==> config.mk <==
export PLATFORM = sky130hd
export DESIGN_NAME = inst_decode_stage
export DESIGN_NICKNAME = d
export VERILOG_FILES = /design/src/rtl/dec_pkg.sv /design/src/rtl/inst_imm_gen.sv /design/src/rtl/inst_decode_stage.sv
export SDC_FILE = /design/constraint.sdc
export NUM_CORES = 1
export LEC_CHECK = 0
export CAP_MARGIN = 5
export CORE_ASPECT_RATIO = 0.75
export CORE_MARGIN = 3
export CORE_UTILIZATION = 44
export CTS_BUF_LIST = sky130_fd_sc_hd__clkbuf_8
export DETAILED_ROUTE_END_ITERATION = 6
export GPL_TIMING_DRIVEN = 0
export HOLD_SLACK_MARGIN = 0.02
export PLACE_DENSITY_LB_ADDON = 0.15
export SYNTH_ARGS = -nofsm -noshare
export SYNTH_HDL_FRONTEND = slang
export SYNTH_HIERARCHICAL = 1
export SYNTH_SLANG_ARGS = --single-unit
==> constraint.sdc <==
create_clock -name clk -period 2.8 [get_ports clk]
set_input_delay 0.84 -clock clk [delete_from_list [all_inputs] [get_ports clk]]
set_output_delay 0.84 -clock clk [all_outputs]
set_load 0.005 [all_outputs]
==> src/rtl/dec_pkg.sv <==
// Shared decode definitions: RV32I opcodes, format classes, skid-buffer states
// and the decoded-field record stored in each buffer slot.
package dec_pkg;

    localparam logic [6:0] OP_R      = 7'b0110011;
    localparam logic [6:0] OP_IMM    = 7'b0010011;
    localparam logic [6:0] OP_LOAD   = 7'b0000011;
    localparam logic [6:0] OP_JALR   = 7'b1100111;
    localparam logic [6:0] OP_SYSTEM = 7'b1110011;
    localparam logic [6:0] OP_FENCE  = 7'b0001111;
    localparam logic [6:0] OP_STORE  = 7'b0100011;
    localparam logic [6:0] OP_BRANCH = 7'b1100011;
    localparam logic [6:0] OP_LUI    = 7'b0110111;
    localparam logic [6:0] OP_AUIPC  = 7'b0010111;
    localparam logic [6:0] OP_JAL    = 7'b1101111;

    typedef enum logic [2:0] {
        T_R   = 3'd0,
        T_I   = 3'd1,
        T_S   = 3'd2,
        T_B   = 3'd3,
        T_U   = 3'd4,
        T_J   = 3'd5,
        T_ILL = 3'd7
    } ins_type_e;

    typedef enum logic [1:0] {
        S_EMPTY = 2'd0,
        S_ONE   = 2'd1,
        S_TWO   = 2'd2
    } skid_state_e;

    typedef struct packed {
        ins_type_e  typ;
        logic [4:0] rd;
        logic [4:0] rs1;
        logic [4:0] rs2;
        logic [2:0] funct3;
        logic [6:0] funct7;
        logic       illegal;
    } dec_fields_t;

    localparam int DEC_FIELDS_W = $bits(dec_fields_t);

    // Stores, branches and illegal words have no destination register.
    function automatic logic [4:0] dec_rd(input ins_type_e typ, input logic [4:0] rd_raw);
        return (typ == T_S || typ == T_B || typ == T_ILL) ? 5'd0 : rd_raw;
    endfunction

endpackage

==> src/rtl/inst_imm_gen.sv <==
// Combinational RV32I format classifier and immediate generator;
// every immediate is built as 32 bits and then sign-extended to XLEN.
module inst_imm_gen
    import dec_pkg::*;
#(
    parameter int XLEN     = 32,
    parameter int IMM_ZERO = 1
) (
    input  logic [31:0]     i_instr,
    output ins_type_e       o_type,
    output logic [XLEN-1:0] o_imm,
    output logic            o_illegal
);

    logic signed [31:0] w_imm32;

    // NOTE: every always_comb output gets a default first so no path infers a latch.
    always_comb begin
        o_type = T_ILL;
        if (i_instr[1:0] == 2'b11) begin
            case (i_instr[6:0])
                OP_R:                                        o_type = T_R;
                OP_IMM, OP_LOAD, OP_JALR, OP_SYSTEM, OP_FENCE: o_type = T_I;
                OP_STORE:                                    o_type = T_S;
                OP_BRANCH:                                   o_type = T_B;
                OP_LUI, OP_AUIPC:                            o_type = T_U;
                OP_JAL:                                      o_type = T_J;
                default:                                     o_type = T_ILL;
            endcase
        end
    end

    always_comb begin
        w_imm32 = '0;
        case (o_type)
            T_I: w_imm32 = {{20{i_instr[31]}}, i_instr[31:20]};
            T_S: w_imm32 = {{20{i_instr[31]}}, i_instr[31:25], i_instr[11:7]};
            T_B: w_imm32 = {{19{i_instr[31]}}, i_instr[31], i_instr[7], i_instr[30:25],
                            i_instr[11:8], 1'b0};
            T_U: w_imm32 = {i_instr[31:12], 12'b0};
            T_J: w_imm32 = {{11{i_instr[31]}}, i_instr[31], i_instr[19:12], i_instr[20],
                            i_instr[30:21], 1'b0};
            default: w_imm32 = (IMM_ZERO != 0) ? 32'sd0 : {{20{i_instr[31]}}, i_instr[31:20]};
        endcase
    end

    assign o_imm     = XLEN'(w_imm32);
    assign o_illegal = (o_type == T_ILL);

endmodule

==> src/rtl/inst_decode_stage.sv <==
// Registered RV32I decode stage with a 2-entry skid buffer; decode happens at the
// input so both slots hold decoded entries. Optional macro DEC_JAL_TARGET_EN adds out_jal/out_jal_target.
module inst_decode_stage
    import dec_pkg::*;
#(
    parameter int XLEN     = 32,
    parameter int IMM_ZERO = 1
) (
    input  logic            clk,
    input  logic            rst_n,
    input  logic            flush,
    input  logic            in_valid,
    output logic            in_ready,
    input  logic [31:0]     in_instr,
    input  logic [XLEN-1:0] in_pc,
    output logic            out_valid,
    input  logic            out_ready,
    output logic [XLEN-1:0] out_pc,
    output logic [2:0]      out_type,
    output logic [4:0]      out_rd,
    output logic [4:0]      out_rs1,
    output logic [4:0]      out_rs2,
    output logic [2:0]      out_funct3,
    output logic [6:0]      out_funct7,
    output logic [XLEN-1:0] out_imm,
`ifdef DEC_JAL_TARGET_EN
    output logic            out_jal,
    output logic [XLEN-1:0] out_jal_target,
`endif
    output logic            out_illegal
);

    typedef struct packed {
        logic [XLEN-1:0] pc;
        logic [XLEN-1:0] imm;
        dec_fields_t     f;
`ifdef DEC_JAL_TARGET_EN
        logic            jal;
        logic [XLEN-1:0] jal_target;
`endif
    } entry_t;

    skid_state_e     r_state;
    skid_state_e     w_next_state;
    entry_t          r_out;
    entry_t          r_skid;
    entry_t          w_dec;
    ins_type_e       w_type;
    logic [XLEN-1:0] w_imm;
    logic            w_illegal;
    logic            w_in_xfer;
    logic            w_out_xfer;

    inst_imm_gen #(.XLEN(XLEN), .IMM_ZERO(IMM_ZERO)) u_imm_gen (
        .i_instr   (in_instr),
        .o_type    (w_type),
        .o_imm     (w_imm),
        .o_illegal (w_illegal)
    );

    always_comb begin
        w_dec          = '0;
        w_dec.pc       = in_pc;
        w_dec.imm      = w_imm;
        w_dec.f.typ    = w_type;
        w_dec.f.rd     = dec_rd(w_type, in_instr[11:7]);
        w_dec.f.rs1    = in_instr[19:15];
        w_dec.f.rs2    = in_instr[24:20];
        w_dec.f.funct3 = in_instr[14:12];
        w_dec.f.funct7 = in_instr[31:25];
        w_dec.f.illegal = w_illegal;
`ifdef DEC_JAL_TARGET_EN
        w_dec.jal        = (w_type == T_J);
        w_dec.jal_target = in_pc + w_imm;
`endif
    end

    assign w_in_xfer  = in_valid && in_ready;
    assign w_out_xfer = out_valid && out_ready;

    always_ff @(posedge clk) begin
        if (!rst_n) r_state <= S_EMPTY;
        else        r_state <= w_next_state;
    end

    always_comb begin
        w_next_state = r_state;
        if (flush) begin
            w_next_state = S_EMPTY;
        end else begin
            case (r_state)
                S_EMPTY: if (w_in_xfer) w_next_state = S_ONE;
                S_ONE: begin
                    if (w_in_xfer && !w_out_xfer)      w_next_state = S_TWO;
                    else if (!w_in_xfer && w_out_xfer) w_next_state = S_EMPTY;
                end
                S_TWO:   if (w_out_xfer) w_next_state = S_ONE;
                default: w_next_state = S_EMPTY;
            endcase
        end
    end

    // Both flow-control outputs decode straight from the state flop.
    always_comb begin
        out_valid = (r_state != S_EMPTY);
        in_ready  = (r_state != S_TWO);
    end

    // NOTE: the slots are cleared on reset because the data outputs must read 0 out of reset.
    always_ff @(posedge clk) begin
        if (!rst_n) begin
            r_out  <= '0;
            r_skid <= '0;
        end else begin
            case (r_state)
                S_EMPTY: if (w_in_xfer) r_out <= w_dec;
                S_ONE: begin
                    if (w_in_xfer && w_out_xfer) r_out  <= w_dec;
                    else if (w_in_xfer)          r_skid <= w_dec;
                end
                S_TWO:   if (w_out_xfer) r_out <= r_skid;
                default: ;
            endcase
        end
    end

    assign out_pc      = r_out.pc;
    assign out_type    = r_out.f.typ;
    assign out_rd      = r_out.f.rd;
    assign out_rs1     = r_out.f.rs1;
    assign out_rs2     = r_out.f.rs2;
    assign out_funct3  = r_out.f.funct3;
    assign out_funct7  = r_out.f.funct7;
    assign out_imm     = r_out.imm;
    assign out_illegal = r_out.f.illegal;
`ifdef DEC_JAL_TARGET_EN
    assign out_jal        = r_out.jal;
    assign out_jal_target = r_out.jal_target;
`endif

endmodule
## Word level (Yosys, flattened, before mapping)

Cells that the tools add are included.

| operators by class | value |
|---|---|
| bitwise gates (word level) | 2 |
| eq/ne operators | 25 |
| reduce and logical (&&, ||, !) cells | 18 |
| mux-type cells | 13 |

Operator list:

| operator | number |
|---|---|
| 2-to-1 mux 93 bit | 3 |
| one-hot mux 93 bit (3 select lines) | 1 |
| one-hot mux 32 bit (5 select lines) | 1 |
| == test 7 bit, second input constant | 4 |
| == test 7 x 6 -> 1 bit, second input constant | 3 |
| one-hot mux 3 bit (6 select lines) | 1 |
| == test 7 x 5 -> 1 bit, second input constant | 2 |
| == test 3 bit, second input constant | 3 |
| 2-to-1 mux 2 bit | 4 |
| != test 2 bit, second input constant | 4 |
| == test 7 x 2 -> 1 bit, second input constant | 1 |
| == test 7 x 4 -> 1 bit, second input constant | 1 |
| == test 3 x 2 -> 1 bit, second input constant | 2 |
| one-hot mux 2 bit (3 select lines) | 1 |
| AND reduction 3 bit | 2 |
| logical AND 1 bit | 5 |
| 2-to-1 mux 5 bit | 1 |
| OR reduction 5 bit | 1 |
| == test 2 bit, second input constant | 2 |
| AND reduction 4 bit | 1 |
| OR reduction 2 bit | 2 |
| == test 3 x 1 -> 1 bit, second input constant | 1 |
| 2-to-1 mux 3 bit | 1 |
| != test 3 bit, second input constant | 1 |
| other kinds (7) | 10 |

| storage, ports and cells | value |
|---|---|
| output and inout port bits | 95 |
| input bits | 69 |
| logic and storage cells | 77 |
| register bits after elaboration | 188 |

## Depth between registers and ports, before layout

Gate-level depths: netlist of run 1.

| logic depth | value |
|---|---|
| depth after elaboration | 10 |
| depth in mapped cells | 10 |

## By module

The synthesis of run 1 kept the hierarchy.

By module, submodules not included:

| module | area each (um^2) | times used | cells each |
|---|---|---|---|
| inst_decode_stage | 7813.7 | 1 | 942 |
| inst_imm_gen | 631.9 | 1 | 95 |

## Worst setup path after synthesis of run 1

No wires, ideal clock.

| timing | value |
|---|---|
| kind | input port to flip-flop |
| from | input in_instr[3] |
| to | register r_out (netlist bit out_rd[4]) |
| path buffers | 1 |
| library setup time | 0.074 ns |
| arrival time | 2.271 ns |
| required time | 2.726 ns |
| stages on the path | 5 |
| path slack | 0.454 ns |
| path through | clkbuf_1 or4_1 o21ai_1 nand3_1 a31oi_1 |

RTL lines:

| element | RTL line | RTL |
|---|---|---|
| start, declared | inst_decode_stage.sv:14 | `input logic [31:0] in_instr,` |
| end signal, assigned | inst_decode_stage.sv:116 | `S_EMPTY: if (w_in_xfer) r_out <= w_dec;` |
| end signal, assigned | inst_decode_stage.sv:118 | `if (w_in_xfer && w_out_xfer) r_out <= w_dec;` |
| end signal, assigned | inst_decode_stage.sv:121 | `S_TWO: if (w_out_xfer) r_out <= r_skid;` |
| end, declared | inst_decode_stage.sv:45 | `entry_t r_out;` |

## Worst setup path after layout of run 1

| timing | value |
|---|---|
| from | register r_state[1] |
| to | output in_ready |

| on the way | value |
|---|---|
| cells in the longest elaborated chain, start to end | 1 |

RTL lines:

| element | RTL line | RTL |
|---|---|---|
| start, declared | inst_decode_stage.sv:43 | `skid_state_e r_state;` |
| start signal, assigned | inst_decode_stage.sv:83 | `else r_state <= w_next_state;` |
| != test 2 bit | inst_decode_stage.sv:106 | `in_ready = (r_state != S_TWO);` |
| end, declared | inst_decode_stage.sv:13 | `output logic in_ready,` |

No other way between the ends.

==> reports/qor.yml, run 1 <==
status:
  outcome: "complete, no violations"
yosys:
  synth_cells: 1037
  synth-simple-area-share_pct: 25.59
  ys_dominant_reg_cell: "dfxtp_1"
  synth_area_leader_cell: "dfxtp_1"
  synth_top_family_by_area: "simple AND/OR/NAND/NOR gates"
  syn_area_um2: 8446
  syn-num-nets: 1107
  synth_edf_count: 0
  yosysSeqAreaShare_pct: 44.56
  ys_warn_count: 6
  synth_top_area_share_pct: 44.56
  yosys-top-cells-area: "dfxtp_1 45%, nand2_1 16%, o211a_1 10%"
  synth_mux_area_share_pct: 0.5037
  ys_ff_latch: 188
  synthArstFlopShare_pct: 0
  synth.distinct_cells: 50
  synth_compound_area_share_pct: 23.54
  synth_xor_area_share_pct: 0.1037
  synthAdderAreaFrac_pct: 0.2667
  syn_area_per_cell_um2: 8.144
setup_path:
  rrSetupSlack_ns: 1.00
  r2r_cells: 8
  regToRegStartpoint: "r_state[1]$_SDFFE_PP0P_"
  arrival_ns: 1.82
  end_kind: "primary output"
  critPathMaxFanout: 15
  rr_endpoint: "r_state[1]$_SDFFE_PP0P_"
  worstSetupPathType: "flop to primary output"
  cp-start-kind: "flop"
  required_ns: 1.96
timing:
  slew_viol_final: 0
  max_freq_mhz: 376.2
  max_slew_margin_pct: 55.20
  skew_ns: 0.01649
  post-route-period-util_pct: 94.93
  layout_setup_ws_ns: 0.1420
  period_needed_ns: 2.658
  grt_setup_unrepaired: "false"
  tightest_slew_ns: 0.6720
  finalHoldViolCount: 0
  setup_violations: 0
drt:
  drt-total-wl_um: 25480
  dr.max_layer_used: "met4"
  wl_met3_um: 1929
  wl_met2_um: 10580
  dr.pass1.iters: 5
  final_antenna_net_count: 0
  met1_length_um: 12510
  num_vias: 7990
  drt_first_iter_violations: 722
  routed_via_density: 5.417
  drc: 0
  detail_route.wl_per_cell_um: 17.27
global_route:
  grt.overflow.total: 0
  grt_pass1_vias: 7369
  antenna_found_initial: 0
  grt_pass1_wl_um: 40430
  grt_max_degree: 19
  grt_use_total_pct: 24.04
floorplanning:
  die_h_um: 126.0
  die-area_um2: 20910
  start_util_pct: 45.24
  die_w_um: 166.0
  pin_count: 164
  rows: 43
  core-area_um2: 18670
pwr:
  intPower_mw: 3.883
  comb_power_share_pct: 14.7
  p_leak_nw: 4.825
  clkPwrFrac_pct: 32.7
  ir_worst_vdd_mv: 0.2864
  p_per_area_nw_per_um2: 503.5
  seqPwrFrac_pct: 52.7
  p_sw_share_pct: 28.20
  switchingPower_mw: 1.525
hold_path:
  hold_path_startpoint: "r_skid[0]$_SDFFE_PN0P_"
  hp-class: "flop to flop"
  hold_depth: 2
  hold-path-endpoint: "r_skid[0]$_SDFFE_PN0P_"
clock_network:
  cts_buffer_depth: 2
  cts.sinks: 188
  clkSlewWorstSetupHoldPaths_ns: 0.09
  cts_tree: "built"
  ctsHoldBuffers: 0
  h-tree-depth: 4
  cts_root_buf: "clkbuf_8"
  clock_latency_ns: 0.49
  cts_made_buffers: 17
finish:
  drive_gt1_share_pct: 8.550
  fin_nets: 1285
  final_common_cell: "nand2_1"
  antenna_cells: 0
  fin_util_pct: 57.53
  area_growth_pct: 27.17
  fill_cells: 1733
  final_cell_mix: "369 x nand2_1, 186 x dfxtp_1, 160 x clkdlybuf4s50_1, 99 x nand3_1, 94 x a21boi_1"
flow_run:
  max-cap-violations: 0
placement:
  io_buffer_count: 160
  place_ws_ns: -0.3901
  hpwl_um: 18450
  place_congestion: 0.9465
[per-stage QoR]
| stage | cells | hold WS, ns | total power [mW] | cell area [um^2] | TNS, ns |
|---|---|---|---|---|---|
| after global routing | 1475 | 0.4756 | 5.632 | 10740 | 0 |
| after detailed placement | 1444 | 0.4449 | 3.697 | 10360 | -7.183 |
| after floorplan | 1037 | 0.4310 | 3.253 | 8446 | 0 |
| final | 1475 | 0.4574 | 5.408 | 10740 | 0 |
| after CTS | 1475 | 0.4590 | 5.449 | 10730 | 0 |
| after global placement | 1444 | 0.4408 | 3.694 | 10360 | -6.659 |
[worst max path at each step]
stage          slack (ns)  cells past startpoint                    start                endpoint
2_1_floorplan        0.45                      5              in_instr[3]  out_rd[4]$_SDFFE_PN0P_
3_3_place_gp        -0.42                      6              in_instr[3]  out_rd[3]$_SDFFE_PN0P_
3_5_place_dp        -0.39                      6              in_instr[3]  out_rd[3]$_SDFFE_PN0P_
4_1_cts              0.02                      4  r_state[0]$_SDFFE_PP0P_                in_ready
5_1_grt              0.04                      4  r_state[1]$_SDFFE_PP0P_                in_ready
6_report             0.14                      4  r_state[1]$_SDFFE_PP0P_                in_ready
[sequential cells by signal, indices dropped and copies added (netlist names), 3 cells and up]
| register | flops |
|---|---|
| out_funct7 | 7 |
| r_skid | 93 |
| out_imm | 32 |
| out_rs2 | 5 |
| out_pc | 32 |
| out_rs1 | 5 |
| out_funct3 | 3 |
| out_type | 3 |
| out_rd | 5 |
[worst max-delay path: stages (launching register included)]
cell	delay, ns
dfxtp_2	0.36
nor2b_1	0.13
buf_2	0.17
inv_6	0.15
clkdlybuf4s50_1	0.54
[cells in the mapped netlist, drive strengths merged (3+ instances only)]
master,count
and2,8
nand3b,3
buf,58
nand2b,5
nor2,13
nor2b,4
nand2,369
a22o,6
clkbuf,32
a21boi,95
o211a,88
a21oi,5
nand3,99
a31oi,6
inv,3
dfxtp,188
a21o,19
o21ai,10
[layer usage]
metal / track usage, % / vias up
met5: 0 / -
met4: 6.748 / 0
met3: 5.397 / 28
met2: 34.09 / 298
met1: 36.52 / 3784
li1: - / 3880
[power groups by stage]
stage | Clock [mW] | Sequential, mW | Combinational (mW)
floorplan | 0 | 2.91 | 0.342
CTS | 1.81 | 2.85 | 0.792
global route | 1.91 | 2.86 | 0.857
global placement | 0 | 2.91 | 0.786
finish | 1.77 | 2.85 | 0.792
detailed placement | 0 | 2.91 | 0.788
[logic make-up (layout without fill, tap and decap cells)]
kind of cell	count (synthesis)	in the layout
and+or+nand+nor	510	510
AOI/OAI and AO/OA	239	239
DFF	188	188
buffers and inverters	93	284
muxes	4	4
adders and majority gates	2	2
xor gates and xnor gates	1	1
[timing repair]
| action | 4_1_cts | 5_1_grt |
|---|---|---|
| gates resized for setup | 1 | 4 |
| pin swaps | 0 | 0 |
| endpoints found under the setup margin | 1 | 11 |
| buffers inserted | 0 | 0 |
[cell type report]
type / instances / area (um^2) / share of cell area [%]
clock buffers: 18 / 247.7 / 2.307
multi-input cells: 756 / 4227 / 39.35
clock inverters: 14 / 130.1 / 1.212
well taps: 247 / 309.0 / 2.877
repair buffers: 160 / 1602 / 14.91
inverters: 3 / 16.27 / 0.1514
plain buffers: 89 / 442.9 / 4.124
flip-flops and latches: 188 / 3766 / 35.07
No activity file was read; power rests on OpenSTA's default activity.
==> run 2, diff against run 1 <==
CTS_BUF_LIST = sky130_fd_sc_hd__clkbuf_16   (was sky130_fd_sc_hd__clkbuf_8)
==> run 2 against run 1 <==
Worst setup slack lost 0.0099 ns. Sequential power is essentially flat. Final area grew 1.7%. First-iteration DRC count shrank 9.7%. Critical path type is now input port to flop. Critical endpoint is now out_imm[11]$_SDFFE_PN0P_.
==> reports/qor.yml, run 2 (synthesis results as in run 1) <==
placement:
  place_ws_ns: -0.3901
  io_buffer_count: 160
  place_congestion: 0.9465
  hpwl_um: 18450
setup_path:
  slowest_delay_ns: 0.55
  path_delay_family: "buffers and inverters"
  required_ns: 3.14
  crit_top_cell: "nand3_1"
  rr_endpoint: "r_state[1]$_SDFFE_PP0P_"
  slowest_stage: "clkdlybuf4s50_1"
  rrSetupSlack_ns: 0.97
  cp-start-kind: "input port"
  crit_path_cell_trace: "clkdlybuf4s50_1, clkbuf_1, nand3_1, o311ai_1, mux2_2, a22o_1, nand2_1, nand3_1, o211a_1"
  regToRegStartpoint: "r_state[1]$_SDFFE_PP0P_"
  worstSetupPathType: "input port to flop"
  critPathMaxFanout: 10
  r2r_cells: 8
  cp.buffers_inverters: 2
  arrival_ns: 3.00
  end_kind: "flop"
finish:
  drive_gt1_share_pct: 8.388
  final_common_cell: "nand2_1"
  regMostFlops: "r_skid"
  final_cell_mix: "369 x nand2_1, 187 x dfxtp_1, 160 x clkdlybuf4s50_1, 99 x nand3_1, 94 x a21boi_1"
  fill_cells: 1699
  largest_reg_flops: 93
  antenna_cells: 0
  area_growth_pct: 29.27
  fin_nets: 1285
drt:
  drt_first_iter_violations: 652
  drt-total-wl_um: 25540
  final_antenna_net_count: 0
  num_vias: 8025
  dr.pass1.iters: 6
  drc: 0
  detail_route.wl_per_cell_um: 17.31
  routed_via_density: 5.441
timing:
  setup_violations: 0
  layout_setup_ws_ns: 0.1321
  tightest_slew_ns: 0.7197
  fin_hold_ws_ns: 0.4531
  max_freq_mhz: 374.8
  slew_viol_final: 0
  finalHoldViolCount: 0
  max_slew_margin_pct: 52.02
  grt_setup_unrepaired: "false"
  skew_ns: 0.01304
  setup_tns_ns: 0
  period_needed_ns: 2.668
  post-route-period-util_pct: 95.28
pwr:
  p_leak_nw: 4.905
  ir_worst_vdd_mv: 0.3859
  p_per_area_nw_per_um2: 546.5
hold_path:
  hold-path-endpoint: "r_skid[22]$_SDFFE_PN0P_"
  hold_path_startpoint: "r_skid[22]$_SDFFE_PN0P_"
  hold_depth: 2
  hp-class: "flop to flop"
status:
  outcome: "complete, no violations"
global_route:
  grt.overflow.total: 0
  grt_pass1_vias: 7412
  antenna_found_initial: 0
  grt_use_total_pct: 24.13
  grt_max_degree: 19
  grt_pass1_wl_um: 40590
floorplanning:
  die-area_um2: 20910
  pin_count: 164
  die_h_um: 126.0
  die_w_um: 166.0
  start_util_pct: 45.24
  rows: 43
  core-area_um2: 18670
clock_network:
  clkSlewWorstSetupHoldPaths_ns: 0.07
  cts.sinks: 188
  cts_made_buffers: 17
  cts_tree: "built"
  cts_root_buf: "clkbuf_16"
  clock_latency_ns: 0.44
  cts_buffer_depth: 2
  cts_setup_buffers: 0
  h-tree-depth: 4
flow_run:
  max-cap-violations: 0
-- run 2: worst max path at each step --
stage | from | to | cells after the start
3_3_place_gp | in_instr[3] | out_rd[3]$_SDFFE_PN0P_ | 6
4_1_cts | in_instr[3] | out_rd[3]$_SDFFE_PN0P_ | 6
3_5_place_dp | in_instr[3] | out_rd[3]$_SDFFE_PN0P_ | 6
2_1_floorplan | in_instr[3] | out_rd[4]$_SDFFE_PN0P_ | 5
6_report | in_instr[3] | out_imm[11]$_SDFFE_PN0P_ | 9
5_1_grt | r_state[1]$_SDFFE_PP0P_ | in_ready | 4
-- run 2: layout make-up --
cell class / instances / area [um^2] / share of cell area (%)
tap: 247 / 309.0 / 2.831
buffer: 89 / 442.9 / 4.057
inverter: 3 / 13.76 / 0.1261
timing repair buffer: 160 / 1602 / 14.67
clock inverter: 15 / 133.9 / 1.226
clock buffer: 17 / 425.4 / 3.896
multi-input combinational: 756 / 4227 / 38.71
sequential: 188 / 3765 / 34.48
-- run 2: report_power, final --
part / internal, mW / switching [mW] / total (mW)
Sequential: 2.79 / 0.0612 / 2.85
Clock: 1.17 / 1.16 / 2.33
Combinational: 0.423 / 0.370 / 0.793
Total: 4.38 / 1.59 / 5.97
-- run 2: worst min-delay path, delay by kind of cell (launching register included) --
family	cells	cell delay [ns]
compound gates	1	0.05
flops	1	0.31
simple gates	1	0.05
-- run 2: what timing repair did --
item	in CTS	in global routing
gates resized for setup	1	2
gates cloned	0	0
hold buffers	0	0
setup endpoints to repair	1	11
-- run 2: per-layer routing --
metal | vias up | wire (um) | part of all wire, % | global-route usage (%)
met1 | 3840 | 12450 | 49 | 36.11
li1 | 3880 | - | - | -
met4 | 0 | 407 | 1.6 | 6.601
met3 | 31 | 1946 | 7.6 | 5.648
met2 | 274 | 10730 | 42 | 34.81
met5 | - | 0 | 0 | 0
-- run 2: through the flow --
stage | instances | utilization (%) | instance area, um^2 | power, mW
floorplan | 1037 | - | 8446 | 3.253
global placement | 1444 | 55.47 | 10360 | 3.694
detailed placement | 1444 | 55.47 | 10360 | 3.697
CTS | 1475 | 58.45 | 10910 | 6.012
global route | 1475 | 58.48 | 10920 | 6.190
finish | 1475 | 58.48 | 10920 | 5.967
==> run 3, diff against run 2 <==
CORE_MARGIN = 2   (was 3)
HOLD_SLACK_MARGIN = unset   (was 0.02)
==> run 3 against run 2 <==
Worst hold slack better by 0.0013 ns. Clock skew hardly changed. Utilization stayed put. Register-to-register slack hardly changed. Via count is 2.0% lower. Maximum frequency is 0.20% lower. Cell count stayed put. Final area stayed put. Sequential power hardly changed. Worst setup slack worse by 0.0053 ns. Count of clock-buffer cells in the layout stayed put. Die area is 2.8% lower. Largest cell class unchanged. Largest power group unchanged.
==> reports/qor.yml, run 3 (synthesis results as in run 1) <==
clock_network:
  cts_root_buf: "clkbuf_16"
  cts_tree: "built"
  clock_latency_ns: 0.45
  cts_buffer_depth: 2
  clkSlewWorstSetupHoldPaths_ns: 0.07
  ctsHoldBuffers: 0
  cts_setup_buffers: 0
  cts.sinks: 188
  h-tree-depth: 4
  cts_made_buffers: 17
finish:
  largest_reg_flops: 93
  final_area_um2: 10920
  final_cell_mix: "369 x nand2_1, 187 x dfxtp_1, 160 x clkdlybuf4s50_1, 99 x nand3_1, 94 x a21boi_1"
  final_common_cell: "nand2_1"
  multi_input_area_um2: 4227
  regMostFlops: "r_skid"
  regArea_um2: 3765
  antenna_cells: 0
  drive_gt1_share_pct: 8.469
  fill_cells: 1700
  area_growth_pct: 29.27
  fin_nets: 1285
pwr:
  p_per_area_nw_per_um2: 548.7
  ir_worst_vdd_mv: 0.3130
  p_leak_nw: 4.911
  finalPower_mw: 5.991
timing:
  max_slew_margin_pct: 53.59
  fin_hold_ws_ns: 0.4544
  finalHoldViolCount: 0
  period_needed_ns: 2.673
  setup_violations: 0
  layout_setup_ws_ns: 0.1268
  tightest_slew_ns: 0.6961
  slew_viol_final: 0
  grt_setup_unrepaired: "false"
  post-route-period-util_pct: 95.47
  max_freq_mhz: 374.1
  skew_ns: 0.01270
  setup_tns_ns: 0
setup_path:
  worstSetupPathType: "input port to flop"
  critPathMaxFanout: 6
  cp-start-kind: "input port"
  arrival_ns: 3.01
  end_kind: "flop"
  r2r_cells: 8
  required_ns: 3.14
hold_path:
  hp-class: "flop to flop"
  hold_depth: 2
placement:
  io_buffer_count: 160
  hpwl_um: 18130
  place_area_um2: 10360
  place_congestion: 0.9269
  place_ws_ns: -0.4105
global_route:
  antenna_found_initial: 0
  grt_pass1_wl_um: 38770
  grt_pass1_vias: 7055
  grt.overflow.total: 0
  grt_use_total_pct: 25.00
  grt_max_degree: 19
floorplanning:
  rows: 43
  die_w_um: 164.0
  core-area_um2: 18670
  start_util_pct: 45.24
  die_h_um: 124.0
  pin_count: 164
  die-area_um2: 20330
drt:
  routed_via_density: 5.334
  drc: 0
  num_vias: 7868
  detail_route.wl_per_cell_um: 17.04
  final_antenna_net_count: 0
  drt-total-wl_um: 25130
  drt_first_iter_violations: 703
  dr.pass1.iters: 5
flow_run:
  max-cap-violations: 0
status:
  outcome: "complete, no violations"
==> run 3: changes by cell type in the layout (fill, tap and decap cells not counted), sizes merged <==
cell / previous run / this run
clkinv: 6 / 5
inv: 9 / 11
clkinvlp: 3 / 2
==> run 3: layout make-up <==
type                       count  share of cell area (%)
multi-input combinational    756                   38.71
sequential                   188                   34.48
timing repair buffer         160                   14.67
buffer                        89                   4.068
clock buffer                  17                   3.896
tap                          247                   2.831
clock inverter                15                   1.215
inverter                       3                  0.1261
==> run 3: per-layer routing <==
layer  global-route usage, %  vias up  routed length [um]
met5                       0        -                   0
met4                   7.018        0                 323
met3                   5.694       26                1887
met2                   36.58      287               10650
met1                   36.77     3662               12270
li1                        -     3893                   -
==> run 3: what timing repair did <==
item                                    4_1_cts  5_1_grt
pin swaps                                     0        0
resized for setup                             1        4
endpoints found under the setup margin        1       12
==> run 3: worst max-delay path, stage by stage <==
cell             delay [ns]
clkdlybuf4s50_1        0.56
nand2_1                0.11
o311ai_1               0.57
mux2_2                 0.41
a22o_1                 0.22
nand2_1                0.07
nand3_1                0.09
o211a_1                0.14
==> run 3: where the power goes <==
group / internal, mW / leakage (nW) / switching (mW)
Sequential: 2.79 / 1.54 / 0.0620
Clock: 1.17 / 0.270 / 1.18
Combinational: 0.423 / 3.10 / 0.368
Total: 4.38 / 4.91 / 1.61
==> run 3: worst paths after layout <==
kind / slack [ns] / to / start
setup reg to reg: 0.97 / r_state[1]$_SDFFE_PP0P_ / r_state[1]$_SDFFE_PP0P_
hold / removal: 0.45 / r_skid[65]$_SDFFE_PN0P_ / r_skid[65]$_SDFFE_PN0P_
hold reg to reg: 0.45 / r_skid[65]$_SDFFE_PN0P_ / r_skid[65]$_SDFFE_PN0P_
setup / recovery: 0.13 / out_imm[11]$_SDFFE_PN0P_ / in_instr[5]
==> run 3: metrics by stage <==
| step | util, % | std cells |
|---|---|---|
| after floorplan | - | 1037 |
| after global placement | 55.47 | 1444 |
| after detailed placement | 55.47 | 1444 |
| after CTS | 58.45 | 1475 |
| after global routing | 58.48 | 1475 |
| final | 58.48 | 1475 |
